[src/rtl/boost_pkg.sv]
// Shared types and widths for the boost duty-cycle controller.
package boost_pkg;
  localparam int ADC_W  = 12;
  localparam int ERR_W  = 13;
  localparam int PROD_W = 21;
  localparam int ACC_W  = 24;
  localparam int DUTY_W = 10;

  typedef enum logic [2:0] {
    S_IDLE,
    S_WAIT,
    S_ERR,
    S_INTEG,
    S_OUT
  } state_t;
endpackage

[src/rtl/boost_duty_ctrl_pi_sat.sv]
// pi_sat: y = clamp((base + e*GAIN) >>> SHIFT, LO, HI), purely combinational.
module pi_sat
  import boost_pkg::*;
#(
  parameter int GAIN  = 16,
  parameter int SHIFT = 8,
  parameter int LO    = 0,
  parameter int HI    = 900,
  parameter int E_W   = ERR_W,
  parameter int P_W   = PROD_W,
  parameter int A_W   = ACC_W,
  parameter int OUT_W = DUTY_W
) (
  input  logic [E_W-1:0]   e,
  input  logic [A_W-1:0]   base,
  output logic [OUT_W-1:0] y
);
  // One guard bit so base + product can never wrap before clamping.
  localparam int S_W = A_W + 1;
  localparam logic [7:0] GAIN8 = 8'(GAIN);
  localparam logic signed [S_W-1:0] LO_S = S_W'(LO);
  localparam logic signed [S_W-1:0] HI_S = S_W'(HI);

  logic signed [P_W-1:0] e_x, g_x, prod;
  logic signed [S_W-1:0] sum, shifted, sat;

  assign e_x     = P_W'($signed(e));
  assign g_x     = P_W'({1'b0, GAIN8});
  assign prod    = e_x * g_x;
  assign sum     = S_W'($signed(base)) + S_W'(prod);
  assign shifted = sum >>> SHIFT;

  always_comb begin
    sat = shifted;
    if (shifted < LO_S)      sat = LO_S;
    else if (shifted > HI_S) sat = HI_S;
  end

  assign y = sat[OUT_W-1:0];
endmodule

[src/rtl/boost_duty_ctrl.sv]
// Saturating PI duty controller for the boost PWM, one update per clk_int tick.
// Optional duty slew limiting is compiled in with BOOST_DUTY_SLEW_EN.
module boost_duty_ctrl
  import boost_pkg::*;
#(
  parameter int KP        = 16,
  parameter int KI        = 2,
  parameter int FRAC      = 8,
  parameter int D_MIN     = 0,
  parameter int D_MAX     = 900,
  parameter int TIMEOUT   = 1000,
  parameter int SLEW_STEP = 8
) (
  input  logic              clk,
  input  logic              rst_n,
  input  logic              ce,
  input  logic              tick,
  input  logic [ADC_W-1:0]  v_ref,
  input  logic [ADC_W-1:0]  v_meas,
  input  logic              v_valid,
  output logic [DUTY_W-1:0] d_boost,
  output logic              d_valid,
  output logic              overrun,
  output logic              timeout
);
  localparam int ACC_LO = D_MIN << FRAC;
  localparam int ACC_HI = D_MAX << FRAC;
  localparam int CNT_W  = $clog2(TIMEOUT + 1);
  localparam logic signed [ACC_W-1:0] ACC_RST = ACC_W'(ACC_LO);
  localparam logic [CNT_W-1:0]        CNT_END = CNT_W'(TIMEOUT - 1);

  state_t                    state;
  logic [CNT_W-1:0]          cnt;
  logic [ADC_W-1:0]          v_meas_q;
  logic signed [ERR_W-1:0]   e_q;
  logic signed [ACC_W-1:0]   acc;
  logic [ACC_W-1:0]          acc_nxt;
  logic [DUTY_W-1:0]         u, d_new;
  logic [2:0]                tick_sync;
  logic                      tick_re;

  // tick is asynchronous: two sync stages, third stage is the edge reference.
  always_ff @(posedge clk or negedge rst_n) begin
    if (!rst_n) tick_sync <= '0;
    else        tick_sync <= {tick_sync[1:0], tick};
  end
  assign tick_re = tick_sync[1] & ~tick_sync[2];

  pi_sat #(
    .GAIN(KI), .SHIFT(0), .LO(ACC_LO), .HI(ACC_HI), .OUT_W(ACC_W)
  ) u_integ (
    .e(e_q), .base(acc), .y(acc_nxt)
  );

  // OUT sees the accumulator already updated in INTEG.
  pi_sat #(
    .GAIN(KP), .SHIFT(FRAC), .LO(D_MIN), .HI(D_MAX), .OUT_W(DUTY_W)
  ) u_out (
    .e(e_q), .base(acc), .y(u)
  );

`ifdef BOOST_DUTY_SLEW_EN
  // Result lies between d_boost and u, both in bounds, so bounds still hold.
  logic [DUTY_W:0] d_x, u_x, up_lim;
  always_comb begin
    d_x    = {1'b0, d_boost};
    u_x    = {1'b0, u};
    up_lim = d_x + (DUTY_W+1)'(SLEW_STEP);
    d_new  = u;
    if (u_x > up_lim)
      d_new = up_lim[DUTY_W-1:0];
    else if (u_x + (DUTY_W+1)'(SLEW_STEP) < d_x)
      d_new = d_boost - DUTY_W'(SLEW_STEP);
  end
`else
  assign d_new = u;
`endif

  always_ff @(posedge clk or negedge rst_n) begin
    if (!rst_n) begin
      state    <= S_IDLE;
      cnt      <= '0;
      v_meas_q <= '0;
      e_q      <= '0;
      acc      <= ACC_RST;
      d_boost  <= '0;
      d_valid  <= 1'b0;
      overrun  <= 1'b0;
      timeout  <= 1'b0;
    end else if (!ce) begin
      state   <= S_IDLE;
      acc     <= ACC_RST;
      d_boost <= '0;
      d_valid <= 1'b0;
      overrun <= 1'b0;
      timeout <= 1'b0;
    end else begin
      d_valid <= 1'b0;
      if (tick_re && state != S_IDLE) overrun <= 1'b1;
      case (state)
        S_IDLE: if (tick_re) begin
          cnt   <= '0;
          state <= S_WAIT;
        end
        S_WAIT: begin
          // Timeout is checked first so a coincident v_valid loses.
          if (cnt == CNT_END) begin
            timeout <= 1'b1;
            state   <= S_IDLE;
          end else if (v_valid) begin
            v_meas_q <= v_meas;
            state    <= S_ERR;
          end else begin
            cnt <= cnt + 1'b1;
          end
        end
        S_ERR: begin
          e_q   <= $signed({1'b0, v_ref}) - $signed({1'b0, v_meas_q});
          state <= S_INTEG;
        end
        S_INTEG: begin
          acc   <= $signed(acc_nxt);
          state <= S_OUT;
        end
        S_OUT: begin
          d_boost <= d_new;
          d_valid <= 1'b1;
          state   <= S_IDLE;
        end
        default: state <= S_IDLE;
      endcase
    end
  end
endmodule

[config.mk]
export PLATFORM = sky130hd
export DESIGN_NAME = boost_duty_ctrl
export DESIGN_NICKNAME = d
export VERILOG_FILES = /design/src/rtl/boost_pkg.sv /design/src/rtl/boost_duty_ctrl_pi_sat.sv /design/src/rtl/boost_duty_ctrl.sv
export SDC_FILE = /design/constraint.sdc
export NUM_CORES = 1
export LEC_CHECK = 0
export CORE_MARGIN = 5
export CORE_UTILIZATION = 54
export CTS_BUF_LIST = sky130_fd_sc_hd__clkbuf_8 sky130_fd_sc_hd__clkbuf_16
export DETAILED_ROUTE_END_ITERATION = 7
export HOLD_SLACK_MARGIN = 0.03
export MAX_ROUTING_LAYER = met4
export PLACE_DENSITY_LB_ADDON = 0.05
export SYNTH_ARGS = -nofsm -noshare
export SYNTH_HDL_FRONTEND = slang
export SYNTH_SLANG_ARGS = --single-unit
[constraint.sdc]
create_clock -name clk -period 3.4 [get_ports clk]
set_input_delay 0.51 -clock clk [delete_from_list [all_inputs] [get_ports clk]]
set_output_delay 0.51 -clock clk [all_outputs]
set_load 0.02 [all_outputs]
==> results.ini <==
[critical_path]
arrival_ns=3.57
timing.critical_path.cells=buf_4, ha_1, and3_2, a221o_1, or2_4, a221oi_2, nand2_1, or4_4, buf_8, o31a_2
required_ns=3.65
end_kind=flip-flop
cp_max_fo=17
cp_slowest_cell=or4_4
path_class=flip-flop to flip-flop
slowest_delay_ns=0.49
cp-start-kind=flip-flop

[flow_run]
max_cap_viol_count=0

[placed_design]
detailed_place_hpwl_mm=10.7
gp_routability_congestion=0.922
dp_worst_setup_slack_ns=0.0707
io_buffers=41

[grt]
grt_antenna_before_repair=0
grtUsageTotal_pct=23.1
grt_overflow_total=0
grt_pass1_wl_mm=23.8
grt_max_degree=36
first_global_vias=5005

[floorplan]
initial_core_util_pct=54.7
die_h_um=114
rows=38
core_um2=10700
io_pins=42
die_x_um=114
die_area_um2=13100

[clock_network]
clkLatencyLatePin_ns=0.37
cts_inserted_buffers=9
root_buffer=clkbuf_8
clk_pin_slew_ns=0.09
htree_levels=3
cts_sinks=77
cts_tree=done
post_cts_buffers=0
clockBufferDepth=2
ctsHoldBuffers=0
post_cts_resized=0

[yosys]
syn_inst=682
syn_avg_cell_area_um2=8.61
synth.distinct_cells=69
synth_warnings=0
yosys.area.top_type=dfrtp_1
synth_edf_count=0
synth.ff_latch_count=77
yosysSeqAreaShare_pct=32.8
async_flop_share_pct=100
synth_common_cells=nand2_1 (92), dfrtp_1 (77), ha_1 (47)
synth_fp_nets=760
synth_most_common_cell=nand2_1
synth_ff_type=dfrtp_1
synth.area.top_cells=dfrtp_1 (33%), ha_1 (10%), nand2_1 (5.9%)
synth_area_um2=5870
synth_top_area_share_pct=32.8

[min_path]
hold_class=primary input to async pin

[sta]
setup_viol=0
period_share_pct=97.8
tightest_slew_ns=0.928
slew_violations=0
fmax_mhz=301
rsz0062_at_grt=no
setup_tns_ns=0
setup_ws_ns=0.0763
hold_viol=0
finalClockSkew_ns=0.0149
max_slew_margin_pct=37.6
fin_crit_ns=3.32

[drt]
wl_mm=14.0
vias=5085
dr.pass1.iters=5
routed_via_density=5.77
dr.first_iter.drc_count=318
ant_nets=0
wl_per_cell_um=15.9
drc_errors=0

[final_layout]
final-seq-area_um2=1930
multi_input_area_um2=3710
antennaDiodeCount=0
fin_util_pct=62.9
nNetsFinal=814
layout-drive-gt1-share_pct=13.1
synthToLayoutAreaGrowth_pct=15.1
fillerInstances=944

[power_and_ir_drop]
combPwrFrac_pct=53.1
leakagePower_uw=0.00312
clkPwrFrac_pct=16.8
total_power_uw=3850
p_int_uw=2210
seqPwrFrac_pct=30.1
net-switching-power_uw=1650
peakVddDrop_mv=0.250
netSwitchingFraction_pct=42.7
p_per_area_nw_per_um2=570

[status]
status=complete, no violations

==> path summary, 6_finish.rpt <==
check,from,endpoint,slack (ns),depth (start not counted)
min reg2reg,tick_sync[0],tick_sync[1],0.35,0
max,e_q[12],acc[10],0.08,10
min,rst_n,d_boost[6],0.09,1
min in group clk,tick_sync[0],tick_sync[1],0.35,0
max reg2reg,e_q[12],acc[10],0.08,10
max in group asynchronous,rst_n,state[2],2.59,2
==> metrics by stage <==
stage | instances | hold slack (ns) | cell area [um2]
global route | 881 | 0.128 | 6760
floorplan | 682 | 0.214 | 5870
finish | 881 | 0.0909 | 6760
CTS | 881 | 0.0968 | 6700
detailed placement | 865 | 0.336 | 6520
global placement | 865 | 0.334 | 6520
==> power by group through the flow <==
stage | registers, uW | logic, uW | clock network, uW
3_5_place_dp | 1170 | 1960 | 0
4_1_cts | 1150 | 1980 | 667
3_3_place_gp | 1170 | 1930 | 0
6_report | 1160 | 2050 | 647
5_1_grt | 1170 | 2280 | 704
2_1_floorplan | 1150 | 1480 | 0
==> cell usage in the layout, fill, tap and decap left out, types with 10 or more instances in the layout <==
master	Yosys	final
o31ai_1	18	18
nand3_1	18	18
dfrtp_1	77	77
and2_1	13	13
clkbuf_8	3	10
xnor2_1	19	19
buf_4	0	28
nor3_1	19	19
a21o_1	12	12
ha_1	47	46
nor2_1	44	44
nand2b_1	11	10
nand2_1	92	92
a21oi_1	41	40
xor2_1	19	19
o21ai_0	44	43
clkdlybuf4s50_1	0	40
inv_1	34	35
==> routing by layer <==
layer | global-route usage (%) | up-vias | part of all wire (%)
li1 | - | 2575 | -
met1 | 31.1 | 2351 | 48
met2 | 36.5 | 136 | 46
met3 | 2.70 | 23 | 4.9
met4 | 7.52 | 0 | 1.9
met5 | - | - | 0
==> layout make-up <==
cell class                      instances  area share, %
Multi-Input combinational cell        544           54.9
Sequential cell                        77           28.5
Timing Repair Buffer                   70           9.54
Tap cell                              140           2.59
Clock buffer                           10           2.03
Inverter                               34           1.89
Clock inverter                          6          0.592
==> flip-flops by register name, indices dropped and copies added (netlist names) <==
name,flops
tick_sync,3
state,3
d_boost,10
cnt,10
timeout,1
d_valid,1
acc,23
overrun,1
v_meas_q,12
e_q,13
==> critical path: cells and delay by family, from the launching register on <==
| family | cells | cell delay, ns |
|---|---|---|
| DFF | 1 | 0.45 |
| AOI/OAI and AO/OA | 3 | 0.90 |
| adders and majority gates | 1 | 0.38 |
| buffers and inverters | 2 | 0.38 |
| and+or+nand+nor | 4 | 1.08 |
==> cell families (layout without fill, tap and decap cells) <==
family / after synthesis / in the layout / synth area share, %
AO/OA/AOI/OAI: 199 / 199 / 23.9
XOR/XNOR: 38 / 38 / 5.67
adder cells (fa/ha/maj): 49 / 49 / 10.7
buffers and inverters: 61 / 120 / 4.98
flip-flops: 77 / 77 / 32.8
multiplexers: 9 / 9 / 1.62
AND/OR/NAND/NOR: 249 / 249 / 20.4
Power figures use the tool's default switching activity.
